### config.mk
export PLATFORM = sky130hd
export DESIGN_NAME = muldiv_unit
export DESIGN_NICKNAME = d
export VERILOG_FILES = /design/src/rtl/muldiv_pkg.sv /design/src/rtl/muldiv_core.sv /design/src/rtl/muldiv_unit.sv
export SDC_FILE = /design/constraint.sdc
export NUM_CORES = 1
export LEC_CHECK = 0
export ABC_CLOCK_PERIOD_IN_PS = 5800
export CORE_UTILIZATION = 45
export CTS_CLUSTER_DIAMETER = 80
export DETAILED_ROUTE_END_ITERATION = 10
export PLACE_DENSITY = 0.64
export SYNTH_ARGS = -nofsm -noshare
export SYNTH_HDL_FRONTEND = slang
export SYNTH_SLANG_ARGS = --single-unit
### constraint.sdc
create_clock -name clk -period 5.8 [get_ports clk]
set_clock_uncertainty 0.2 [all_clocks]
set_input_delay 0.58 -clock clk [delete_from_list [all_inputs] [get_ports clk]]
set_output_delay 0.58 -clock clk [all_outputs]
set_load 0.03 [all_outputs]
### src/rtl/muldiv_pkg.sv
// muldiv_pkg: shared constants and types for the RV32M multiply/divide unit.
// Holds XLEN, the decoder's 5-bit op codes, the FSM state encoding and small helpers.
package muldiv_pkg;

  localparam int XLEN  = 32;
  localparam int CNT_W = $clog2(XLEN);

  // Op codes as produced by the ALU operation decoder
  localparam logic [4:0] OP_MUL    = 5'b01000;
  localparam logic [4:0] OP_MULH   = 5'b01001;
  localparam logic [4:0] OP_MULHU  = 5'b01010;
  localparam logic [4:0] OP_MULHSU = 5'b01011;
  localparam logic [4:0] OP_DIV    = 5'b01100;
  localparam logic [4:0] OP_DIVU   = 5'b01101;
  localparam logic [4:0] OP_REM    = 5'b01110;
  localparam logic [4:0] OP_REMU   = 5'b01111;

  localparam logic [XLEN-1:0] MOST_NEG = {1'b1, {(XLEN-1){1'b0}}};

  typedef enum logic [1:0] {
    IDLE = 2'd0,
    CALC = 2'd1,
    DONE = 2'd2
  } state_t;

  // All eight M-extension codes share the 01xxx prefix
  function automatic logic is_valid_op(input logic [4:0] op);
    return op[4:3] == 2'b01;
  endfunction

  // DIV/DIVU/REM/REMU share the 011xx prefix
  function automatic logic is_div_op(input logic [4:0] op);
    return op[4:2] == 3'b011;
  endfunction

  // Two's-complement negate when neg is set
  function automatic logic [XLEN-1:0] neg_if(input logic neg, input logic [XLEN-1:0] v);
    return neg ? (~v + 1'b1) : v;
  endfunction

endpackage

### src/rtl/muldiv_core.sv
// muldiv_core: shared iterative datapath for unsigned shift-add multiply and
// restoring divide on operand magnitudes, plus the XLEN-step iteration counter.
// The accumulator holds {product_hi, product_lo} or {remainder, quotient}.
module muldiv_core
  import muldiv_pkg::*;
(
  input  logic            clk,
  input  logic            rst_n,
  input  logic            start,
  input  logic            div_mode,
  input  logic [XLEN-1:0] mag_a,
  input  logic [XLEN-1:0] mag_b,
  output logic            last,
  output logic [XLEN-1:0] nxt_hi,
  output logic [XLEN-1:0] nxt_lo
);

  logic [2*XLEN-1:0] acc;
  logic [2*XLEN-1:0] acc_next;
  logic [XLEN-1:0]   opnd;
  logic [CNT_W-1:0]  count;
  logic              running;
  logic              div_q;
  logic [XLEN:0]     mul_sum;
  logic [XLEN:0]     rem_wide;
  logic [XLEN:0]     diff;

  // One iteration step: add-and-shift-right for multiply, shift-left-and-trial-subtract for divide
  always_comb begin
    mul_sum  = {1'b0, acc[2*XLEN-1:XLEN]} + (acc[0] ? {1'b0, opnd} : '0);
    rem_wide = acc[2*XLEN-1:XLEN-1];
    diff     = rem_wide - {1'b0, opnd};
    acc_next = {mul_sum, acc[XLEN-1:1]};
    if (div_q) begin
      if (!diff[XLEN]) begin
        acc_next = {diff[XLEN-1:0], acc[XLEN-2:0], 1'b1};
      end else begin
        acc_next = {rem_wide[XLEN-1:0], acc[XLEN-2:0], 1'b0};
      end
    end
  end

  assign last   = running && (count == CNT_W'(XLEN-1));
  assign nxt_hi = acc_next[2*XLEN-1:XLEN];
  assign nxt_lo = acc_next[XLEN-1:0];

  // Load operands on start, then step the accumulator once per cycle for XLEN cycles
  always_ff @(posedge clk or negedge rst_n) begin
    if (!rst_n) begin
      acc     <= '0;
      opnd    <= '0;
      count   <= '0;
      running <= 1'b0;
      div_q   <= 1'b0;
    end else if (start) begin
      acc     <= {{XLEN{1'b0}}, mag_a};
      opnd    <= mag_b;
      count   <= '0;
      running <= 1'b1;
      div_q   <= div_mode;
    end else if (running) begin
      acc <= acc_next;
      if (last) begin
        count   <= '0;
        running <= 1'b0;
      end else begin
        count <= count + CNT_W'(1);
      end
    end
  end

endmodule

### src/rtl/muldiv_unit.sv
// muldiv_unit: RV32M multiply/divide with valid/ready on both sides.
// Owns the IDLE/CALC/DONE FSM, sign/magnitude handling and short-path results.
// Optional macro MULDIV_FAST_MUL_EN: multiplies use a single-cycle combinational product.
module muldiv_unit
  import muldiv_pkg::*;
(
  input  logic            clk,
  input  logic            rst_n,
  input  logic            in_valid,
  output logic            in_ready,
  input  logic [4:0]      op,
  input  logic [XLEN-1:0] a,
  input  logic [XLEN-1:0] b,
  output logic            out_valid,
  input  logic            out_ready,
  output logic [XLEN-1:0] result
);

  state_t            state, state_next;
  logic [4:0]        op_q;
  logic              neg_lo_q, neg_hi_q;
  logic              a_neg, b_neg;
  logic [XLEN-1:0]   mag_a, mag_b;
  logic              short_hit;
  logic [XLEN-1:0]   short_res;
  logic              core_start, core_last;
  logic [XLEN-1:0]   nxt_hi, nxt_lo;
  logic [2*XLEN-1:0] prod_fix;
  logic [XLEN-1:0]   calc_res;

  assign a_neg = a[XLEN-1] & ((op == OP_MULH) | (op == OP_MULHSU) | (op == OP_DIV) | (op == OP_REM));
  assign b_neg = b[XLEN-1] & ((op == OP_MULH) | (op == OP_DIV) | (op == OP_REM));
  assign mag_a = neg_if(a_neg, a);
  assign mag_b = neg_if(b_neg, b);

`ifdef MULDIV_FAST_MUL_EN
  logic [2*XLEN-1:0] fast_prod;
  logic [2*XLEN-1:0] fast_fix;
  assign fast_prod = {{XLEN{1'b0}}, mag_a} * {{XLEN{1'b0}}, mag_b};
  assign fast_fix  = (a_neg ^ b_neg) ? (~fast_prod + 1'b1) : fast_prod;
`endif

  // Cases resolved without iterating: bad op, divide by zero, signed overflow, and fast multiply
  always_comb begin
    short_hit = 1'b0;
    short_res = '0;
    if (!is_valid_op(op)) begin
      short_hit = 1'b1;
    end else if (is_div_op(op) && (b == '0)) begin
      short_hit = 1'b1;
      short_res = op[1] ? a : '1;
    end else if (((op == OP_DIV) || (op == OP_REM)) && (a == MOST_NEG) && (b == '1)) begin
      short_hit = 1'b1;
      short_res = op[1] ? '0 : a;
    end
`ifdef MULDIV_FAST_MUL_EN
    else if (!is_div_op(op)) begin
      short_hit = 1'b1;
      short_res = (op == OP_MUL) ? fast_fix[XLEN-1:0] : fast_fix[2*XLEN-1:XLEN];
    end
`endif
  end

  muldiv_core u_core (
    .clk      (clk),
    .rst_n    (rst_n),
    .start    (core_start),
    .div_mode (is_div_op(op)),
    .mag_a    (mag_a),
    .mag_b    (mag_b),
    .last     (core_last),
    .nxt_hi   (nxt_hi),
    .nxt_lo   (nxt_lo)
  );

  // Sign-correct the final accumulator value and pick the half the op asks for
  always_comb begin
    prod_fix = neg_lo_q ? (~{nxt_hi, nxt_lo} + 1'b1) : {nxt_hi, nxt_lo};
    case (op_q)
      OP_MUL:                        calc_res = prod_fix[XLEN-1:0];
      OP_MULH, OP_MULHU, OP_MULHSU:  calc_res = prod_fix[2*XLEN-1:XLEN];
      OP_DIV, OP_DIVU:               calc_res = neg_if(neg_lo_q, nxt_lo);
      OP_REM, OP_REMU:               calc_res = neg_if(neg_hi_q, nxt_hi);
      default:                       calc_res = '0;
    endcase
  end

  // State register
  always_ff @(posedge clk or negedge rst_n) begin
    if (!rst_n) begin
      state <= IDLE;
    end else begin
      state <= state_next;
    end
  end

  // Next-state and handshake outputs
  always_comb begin
    state_next = state;
    in_ready   = 1'b0;
    out_valid  = 1'b0;
    core_start = 1'b0;
    case (state)
      IDLE: begin
        in_ready = 1'b1;
        if (in_valid) begin
          if (short_hit) begin
            state_next = DONE;
          end else begin
            state_next = CALC;
            core_start = 1'b1;
          end
        end
      end
      CALC: begin
        if (core_last) state_next = DONE;
      end
      DONE: begin
        out_valid = 1'b1;
        if (out_ready) state_next = IDLE;
      end
      default: state_next = IDLE;
    endcase
  end

  // Capture op and sign flags at acceptance; result only moves on entry to DONE
  always_ff @(posedge clk or negedge rst_n) begin
    if (!rst_n) begin
      op_q     <= '0;
      neg_lo_q <= 1'b0;
      neg_hi_q <= 1'b0;
      result   <= '0;
    end else if ((state == IDLE) && in_valid) begin
      op_q     <= op;
      neg_lo_q <= a_neg ^ b_neg;
      neg_hi_q <= a_neg;
      if (short_hit) result <= short_res;
    end else if ((state == CALC) && core_last) begin
      result <= calc_res;
    end
  end

endmodule

Word level (Yosys, flattened, before mapping) --
Index checks and enable logic that the tools add are counted.
Operators by class: bitwise gates (word level) 13, equal/unequal tests 23, multiplexer cells 38, $add $sub $neg 8, reduce and logical (&&, ||, !) cells 16
Operator list (count):
- 2-to-1 mux 32 bit | 13
- 2-to-1 mux 64 bit | 5
- adder 32 x 1 -> 32 bit, second input constant | 4
- NOT 32 bit | 4
- one-hot mux 32 bit (4 select lines) | 1
- adder 64 x 1 -> 64 bit, second input constant | 1
- == test 32 bit, second input constant | 2
- NOT 64 bit | 1
- == test 5 x 4 -> 1 bit, second input constant | 12
- adder 32 x 33 -> 33 bit | 1
- subtractor 33 x 32 -> 33 bit | 1
- zero test 32 bit | 1
- 2-to-1 mux 5 bit | 3
- 2-to-1 mux 1 bit | 11
- 2-to-1 mux 2 bit | 4
- != test 2 bit, second input constant | 4
- logical AND 1 bit | 6
- one-hot mux 2 bit (3 select lines) | 1
- adder 5 x 1 -> 5 bit, second input constant | 1
- == test 5 bit, second input constant | 1
- bitwise OR 1 bit | 5
- == test 2 x 1 -> 1 bit, second input constant | 2
- nonzero test 2 bit | 2
- OR reduction 2 bit | 2
- 9 further kinds | 10
Word-level totals: bits in registers 144, logic and storage cells 108, input bits 73, output and inout port bits 34

Longest topological paths before layout --
Gate-level depths: netlist of the first run.
depth in word-level cells 11, mapped depth 26, gate-level depth less buffers 24

Cells and area by module --
A second synthesis of the first run with hierarchy kept.
Unflattened totals: cells, all modules 1936, area total of the unflattened synthesis 15152.0 um^2
Modules (own cells, without submodules):
- muldiv_core | seq. area each 2577.5 um^2, times used 1, cells each 1100, area an instance 9019.9 um^2
- muldiv_unit | seq. area each 1026.0 um^2, times used 1, cells each 836, area an instance 6132.1 um^2

Worst setup path after synthesis of the first run --
OpenSTA, ideal clock, no wires.
path kind register -> register, from register u_core.acc[31], to register result[28], stages on the path, launching flop included 27, library setup time 142 ps, data required time 5458 ps, path slack 290 ps, buffers on the path 2, arrival time 5168 ps, period minus slack after synthesis 5510 ps, cells stage by stage dfrtp_1 inv_1 ha_1 inv_1 fa_1 a211oi_1 o211ai_2 nand4_2 a21boi_4 nor3_2 buf_2 buf_2 nor3_1 nor2_1 ha_1 o21ai_0 nor4_2 nand2_1 nor2_1 and3_1 o31ai_1 or2_2 nor4b_2 nand2_1 o211a_1 o21ai_1 o2111ai_1
On the way: word-level cells in the longest chain between the ends 9, elaborated cells between the ends (all ways) 15, those cells by class 4 x add/sub; 8 x mux; 3 x bitwise
RTL lines:
- from (decl) | line muldiv_core.sv:18 | logic [2*XLEN-1:0] acc;
- from (signal assigned) | line muldiv_core.sv:56 | acc <= {{XLEN{1'b0}}, mag_a};
- from (signal assigned) | line muldiv_core.sv:62 | acc <= acc_next;
- subtractor 33 x 32 -> 33 bit | line muldiv_core.sv:32 | diff = rem_wide - {1'b0, opnd};
- 2-to-1 mux 64 bit | line muldiv_core.sv:35 | if (!diff[XLEN]) begin
- 2-to-1 mux 64 bit (*) | line muldiv_core.sv:34 | if (div_q) begin
- NOT 64 bit / NOT 32 bit (equally long branches) | line muldiv_unit.sv:78, muldiv_pkg.sv:38
- adder 64 x 1 -> 64 bit / adder 32 x 1 -> 32 bit (equally long branches) | line muldiv_unit.sv:78, muldiv_pkg.sv:38
- 2-to-1 mux 64 bit / 2-to-1 mux 32 bit (equally long branches) | line muldiv_unit.sv:78, muldiv_pkg.sv:38
- one-hot mux 32 bit (4 select lines) (*) | line muldiv_unit.sv:79 | case (op_q)
- 2-to-1 mux 32 bit (*) | line muldiv_unit.sv:138 | end else if ((state == CALC) && core_last) begin
- 2-to-1 mux 32 bit (*) | line muldiv_unit.sv:133 | end else if ((state == IDLE) && in_valid) begin
- to (signal assigned) | line muldiv_unit.sv:137 | if (short_hit) result <= short_res;
- to (signal assigned) | line muldiv_unit.sv:139 | result <= calc_res;
- to (decl) | line muldiv_unit.sv:16 | output logic [XLEN-1:0] result
Every way passes the cells marked *; elsewhere a longest branch is shown, timed or not. The select of a mux whose other input is x is not followed. A chain may end at the register's enable or synchronous reset.

Final worst setup path of the first run --
from register u_core.acc[31], to register result[26]
Same word-level chain as after synthesis.

==> results of run 1 <==
[cell usage in the layout, fill, tap and decap left out, types with 14 or more instances in the layout]
cell type        count
nor2_1             260
nand2_1            244
a21oi_1            179
o21ai_0            166
dfrtp_1            142
clkdlybuf4s50_1    105
xnor2_1             95
buf_4               86
ha_1                71
inv_1               70
xor2_1              64
mux2i_1             58
nor3_1              56
o211ai_1            50
nand3_1             47
and2_1              37
a31oi_1             30
a21o_1              29
nor4_1              29
nand4_1             28
o31ai_1             27
a211oi_1            26
or3_1               23
nand2b_1            21
o21a_1              18
clkbuf_16           17
and3_1              16
o21ai_1             15
nor3b_1             14
[timing repair]
item,CTS,global route
hold buffers,1,0
buffers inserted,0,4
endpoints found under the setup margin,0,10
endpoints found under the hold margin,41,0
gates resized for setup,0,3
[metrics by stage]
stage / instance area [um2] / hold WS (ns) / setup slack [ns] / cells / utilization
after floorplan: 16000 / 0.0844 / 0.290 / 2163 / -
after global placement: 17800 / 0.266 / 0.287 / 2694 / 0.512
after detailed placement: 17800 / 0.275 / 0.149 / 2694 / 0.512
after CTS: 18500 / 0.292 / 0.144 / 2727 / 0.531
after global routing: 18500 / 0.313 / 0.00789 / 2731 / 0.532
final: 18500 / 0.283 / 0.408 / 2731 / 0.532
[layer usage]
| metal | GRT usage | vias to the layer above | routed length, um |
|---|---|---|---|
| li1 | - | 8074 | - |
| met1 | 0.552 | 8742 | 30800 |
| met2 | 0.557 | 937 | 29600 |
| met3 | 0.0922 | 124 | 7260 |
| met4 | 0.126 | 2 | 2070 |
| met5 | 0 | - | 15 |
[cell families after synthesis]
kind of cell               Yosys count  share of synthesized area
xor gates and xnor gates           159                     0.0871
AOI/OAI and AO/OA                  682                      0.281
buffers and inverters              187                     0.0497
and+or+nand+nor                    851                      0.256
muxes                               67                     0.0429
DFF                                144                      0.225
adders and majority gates           73                     0.0581
[sequential cells by signal, indices dropped and copies added, names as in the netlist]
register / cells
u_core.opnd: 32
u_core.count: 5
op_q: 5
result: 32
neg_lo_q: 1
u_core.div_q: 1
u_core.acc: 64
u_core.running: 1
state: 2
neg_hi_q: 1
[path summary, 6_finish.rpt]
path / start / to / slack, ns / depth (start not counted)
max: u_core.acc[31]$_DFFE_PN0P_ / result[26]$_DFFE_PN0P_ / 0.41 / 20
min: state[1]$_DFFE_PN0P_ / state[0]$_DFFE_PN0P_ / 0.28 / 1
min reg2reg: state[1]$_DFFE_PN0P_ / state[0]$_DFFE_PN0P_ / 0.28 / 1
min in group asynchronous: rst_n / result[24]$_DFFE_PN0P_ / 0.40 / 2
max in group asynchronous: rst_n / u_core.running$_DFF_PN0_ / 3.77 / 3
max reg2reg: u_core.acc[31]$_DFFE_PN0P_ / result[26]$_DFFE_PN0P_ / 0.41 / 20
[critical path, cell delays in order (launching register included)]
cell and delay (ns):
dfrtp_1 0.42, inv_1 0.10, ha_1 0.16, inv_1 0.05, fa_1 0.45, a211oi_2 0.32, o211ai_2 0.19, nand4_4 0.16
a21boi_4 0.12, nor3_2 0.16, buf_4 0.33, nor2_2 0.18, buf_4 0.25, a311o_1 0.38, nor3_4 0.40, buf_4 0.21
nand4bb_1 0.14, o41ai_1 0.47, xor2_1 0.12, a221oi_1 0.38, o21ai_1 0.09
[area by class of cell]
cell class	instances	area share
flip-flops and latches	144	0.195
well taps	455	0.0307
clock buffers	19	0.0239
inverters	72	0.0146
clock inverters	13	0.0107
repair buffers	196	0.0960
multi-input cells	1832	0.629
==> results.yml, run 1 <==
run_status:
  status: "finished clean"
global_route:
  antenna_found_initial: 2
  grt_util_all_layers: 0.384
  grt_max_degree: 101
  grt_pass1_vias: 16500
  grt_first_pass_wirelength_um: 104000
  grt_remaining_overflow: 0
worst_setup_path:
  crit_fanout: 20
  cp.required_ns: 5.95
  cp-end-kind: "flop"
  crit_path_start_kind: "flop"
  critPathArrivalTime_ns: 5.54
  worstSetupPathType: "flop to flop"
floorplan:
  start_util: 0.460
  die_area_mm2: 0.0363
  ios: 107
  rows: 68
  core_mm2: 0.0348
  die_width_um: 191
  die_h_um: 191
synth:
  ys_ff_latch: 144
  synth_area_per_cell_um2: 7.39
  synth_area_mm2: 0.0160
  yosys.cell_types.count: 106
  synthCells: 2163
  async_reset_ff_frac: 1.00
  yosysSeqAreaShare: 0.225
  yosys.area.top_type: "dfrtp_1"
  syn_nets: 2309
  synth-edff-count: 0
  ys_top_cells_by_area: "dfrtp_1 (23%), nor2_1 (6.1%), nand2_1 (5.7%), a21oi_1 (5.6%), ha_1 (5.6%)"
  ys_top_cells_by_count: "nor2_1 (260), nand2_1 (244), a21oi_1 (179)"
  yosysWarnings: 0
  synth_top_area_frac: 0.225
  yosysMostFrequentCell: "nor2_1"
  synthFlopType: "dfrtp_1"
clock_network:
  numCtsBuffers: 17
  cts_root_buffer: "clkbuf_16"
  clock_path_buffers: 2
  clock_latency_ns: 0.47
  cts_tree: "done"
  path_clk_slew_ns: 0.07
  clkSinkCount: 144
  htreeDepth: 4
final_layout:
  final_nets: 2409
  fillerInstances: 3434
  diodes: 0
  register_area_mm2: 0.00361
  multi_input_area_mm2: 0.0116
  drive_above_1_share: 0.0896
  syn_to_final_growth_pct: 15.8
placement:
  port_buffers: 106
  dp_hpwl_um: 54300
  gp_congestion: 1.06
sta:
  relSlewSlack: 0.217
  slew_violations: 0
  fin_crit_sh: 0.930
  fin_tns_setup_ns: 0
  setup-violations-final: 0
  rsz0062_at_grt: "false"
  period_minus_slack_ns: 5.39
  worst_slew_pin_slew_ns: 1.18
  finalHoldViolations: 0
  max_freq_mhz: 185
worst_hold_path:
  hp-class: "flop to flop"
route:
  dr.pass1.iters: 6
  post-route-drc-count: 0
  detail_route.iter0.violations: 2065
  vias_per_cell: 6.55
  ant_nets: 0
  vias: 17900
  avgRoutedWirePerCell_um: 25.6
  wl_um: 69800
flow_run:
  max-cap-violations: 0
Power of run 1 is left out: the tool's default activity adds up to more than one toggle a clock period on the data nets, which glitch-free logic cannot reach.
==> run 2: changes to the inputs <==
--- a/config.mk
+++ b/config.mk
@@ -6,10 +6,11 @@
 export NUM_CORES = 1
 export LEC_CHECK = 0
 export ABC_CLOCK_PERIOD_IN_PS = 5800
-export CORE_UTILIZATION = 45
-export CTS_CLUSTER_DIAMETER = 80
+export CORE_UTILIZATION = 56
+export CTS_CLUSTER_DIAMETER = 150
+export CTS_CLUSTER_SIZE = 14
 export DETAILED_ROUTE_END_ITERATION = 10
-export PLACE_DENSITY = 0.64
+export PLACE_DENSITY = 0.77
 export SYNTH_ARGS = -nofsm -noshare
 export SYNTH_HDL_FRONTEND = slang
 export SYNTH_SLANG_ARGS = --single-unit
==> run 2 against run 1 <==
Die area down 19%. Final cell count down 3.2%. Worst setup slack worse by 0.27 ns. Register-to-register slack worse by 0.27 ns. Critical path depth down 2. First-iteration DRC count up 29%. Highest routed layer unchanged. Global-route usage up 7.1 points.
==> results.yml, run 2 (same netlist as run 1, synthesis figures left out) <==
global_route:
  antenna_found_initial: 5
  grt_max_degree: 101
  grt_util_all_layers: 0.455
  grt_first_pass_wirelength_um: 99200
  grt_pass1_vias: 16600
  grt_remaining_overflow: 0
placement:
  place_ws_ns: 0.220
  gp_congestion: 1.04
  place_area_mm2: 0.0176
  port_buffers: 106
  dp_hpwl_um: 51300
sta:
  period_minus_slack_ns: 5.67
  setup-violations-final: 0
  setup_ws_ns: 0.134
  fin_tns_setup_ns: 0
  fin_crit_sh: 0.977
  worst_slew_pin_slew_ns: 1.20
  finalHoldViolations: 0
  slew_violations: 0
  relSlewSlack: 0.202
  rsz0062_at_grt: "false"
  max_freq_mhz: 177
worst_setup_path:
  r2r_setup_slack_ns: 0.13
  crit_path_start_kind: "flop"
  cp.required_ns: 5.99
  crit_fanout: 20
  worstSetupPathType: "flop to flop"
  cp-end-kind: "flop"
  critPathArrivalTime_ns: 5.86
final_layout:
  fillerInstances: 2571
  final_nets: 2393
  final_util: 0.652
  regMostFlops: "u_core.acc"
  syn_to_final_growth_pct: 13.8
  final_common_cell: "nor2_1"
  final_area_mm2: 0.0182
  drive_above_1_share: 0.0827
  most-common-layout-cells: "nor2_1 (260), nand2_1 (244), a21oi_1 (179)"
  largest_reg_flops: 64
  top_regs: "u_core.acc (64), result (32), u_core.opnd (32)"
route:
  detail_route.iter0.violations: 2661
  dr.pass1.iters: 6
  avgRoutedWirePerCell_um: 25.3
  wl_met3_um: 9650
  vias: 18200
  wl_met1_um: 27200
  vias_per_cell: 6.90
  post-route-drc-count: 0
  wl_um: 66900
  met2_length_um: 27000
  ant_nets: 0
  top_layer_used: "met5"
flow_run:
  max-cap-violations: 0
floorplan:
  die_area_mm2: 0.0292
  start_util: 0.573
  ios: 107
  die_h_um: 171
  die_width_um: 171
  rows: 61
  core_mm2: 0.0279
clock_network:
  numCtsBuffers: 17
  htreeDepth: 4
  path_clk_slew_ns: 0.07
  clkSinkCount: 144
  cts_root_buffer: "clkbuf_16"
  post_cts_buffers: 0
  clock_path_buffers: 2
  cts_tree: "done"
  clock_latency_ns: 0.45
run_status:
  status: "finished clean"
worst_hold_path:
  hp-class: "flop to flop"
-- run 2: cell types whose count changed in the layout (fill, tap and decap cells not counted) --
cell	previous run	this run
clkinv_4	2	4
buf_4	86	72
nor3_1	56	57
diode_2	0	5
buf_12	3	1
nand4_4	1	0
inv_6	6	4
clkinvlp_4	1	3
nor3_2	3	2
clkinv_2	0	1
nand4_2	0	1
bufinv_16	4	1
-- run 2: critical path, stage by stage, from the launching register on --
cell and delay [ns]:
dfrtp_1 0.39, inv_1 0.07, ha_1 0.19, inv_1 0.07, fa_1 0.26, a211oi_2 0.12
o211ai_2 0.26, nand4_2 0.25, a21boi_4 0.34, nor3_2 0.08, buf_4 0.24, nor2_2 0.76
mux2_4 0.40, o31ai_4 0.55, nand4b_2 0.33, or3_1 0.46, or3_1 0.31, a31oi_1 0.17
a21o_1 0.16
-- run 2: area by class of cell --
cell class | count | area [um2] | area share
clock inverters | 13 | 128 | 0.00701
clock buffers | 19 | 443 | 0.0243
flip-flops and latches | 144 | 3610 | 0.198
diodes | 5 | 12.5 | 0.000687
multi-input cells | 1832 | 11600 | 0.639
inverters | 72 | 270 | 0.0148
repair buffers | 180 | 1630 | 0.0897
well taps | 378 | 473 | 0.0260
-- run 2: routing by layer --
layer,up-vias,track usage
met5,-,0
met4,2,0.199
met3,226,0.172
met2,1300,0.631
met1,8642,0.621
li1,8075,-
-- run 2: per-stage QoR --
stage | instances | hold WS (ns)
after CTS | 2638 | 0.284
after global placement | 2605 | 0.265
after global routing | 2639 | 0.303
final | 2643 | 0.283
after detailed placement | 2605 | 0.274
after floorplan | 2163 | 0.0844
-- run 2: what timing repair did --
item | 4_1_cts | 5_1_grt
endpoints found under the setup margin | 0 | 8
endpoints found under the hold margin | 37 | 0
resized for setup | 0 | 2
hold buffers | 1 | 0
-- run 2: final timing paths --
check | start | to | cells after the start
min in group asynchronous | rst_n | u_core.acc[44]$_DFFE_PN0P_ | 2
max in group asynchronous | rst_n | u_core.acc[9]$_DFFE_PN0P_ | 3
worst min register to register | state[1]$_DFFE_PN0P_ | state[0]$_DFFE_PN0P_ | 1
worst min-delay path | state[1]$_DFFE_PN0P_ | state[0]$_DFFE_PN0P_ | 1
worst max-delay path | u_core.acc[31]$_DFFE_PN0P_ | result[29]$_DFFE_PN0P_ | 18
worst max register to register | u_core.acc[31]$_DFFE_PN0P_ | result[29]$_DFFE_PN0P_ | 18
Power of run 2 is left out for the same reason.
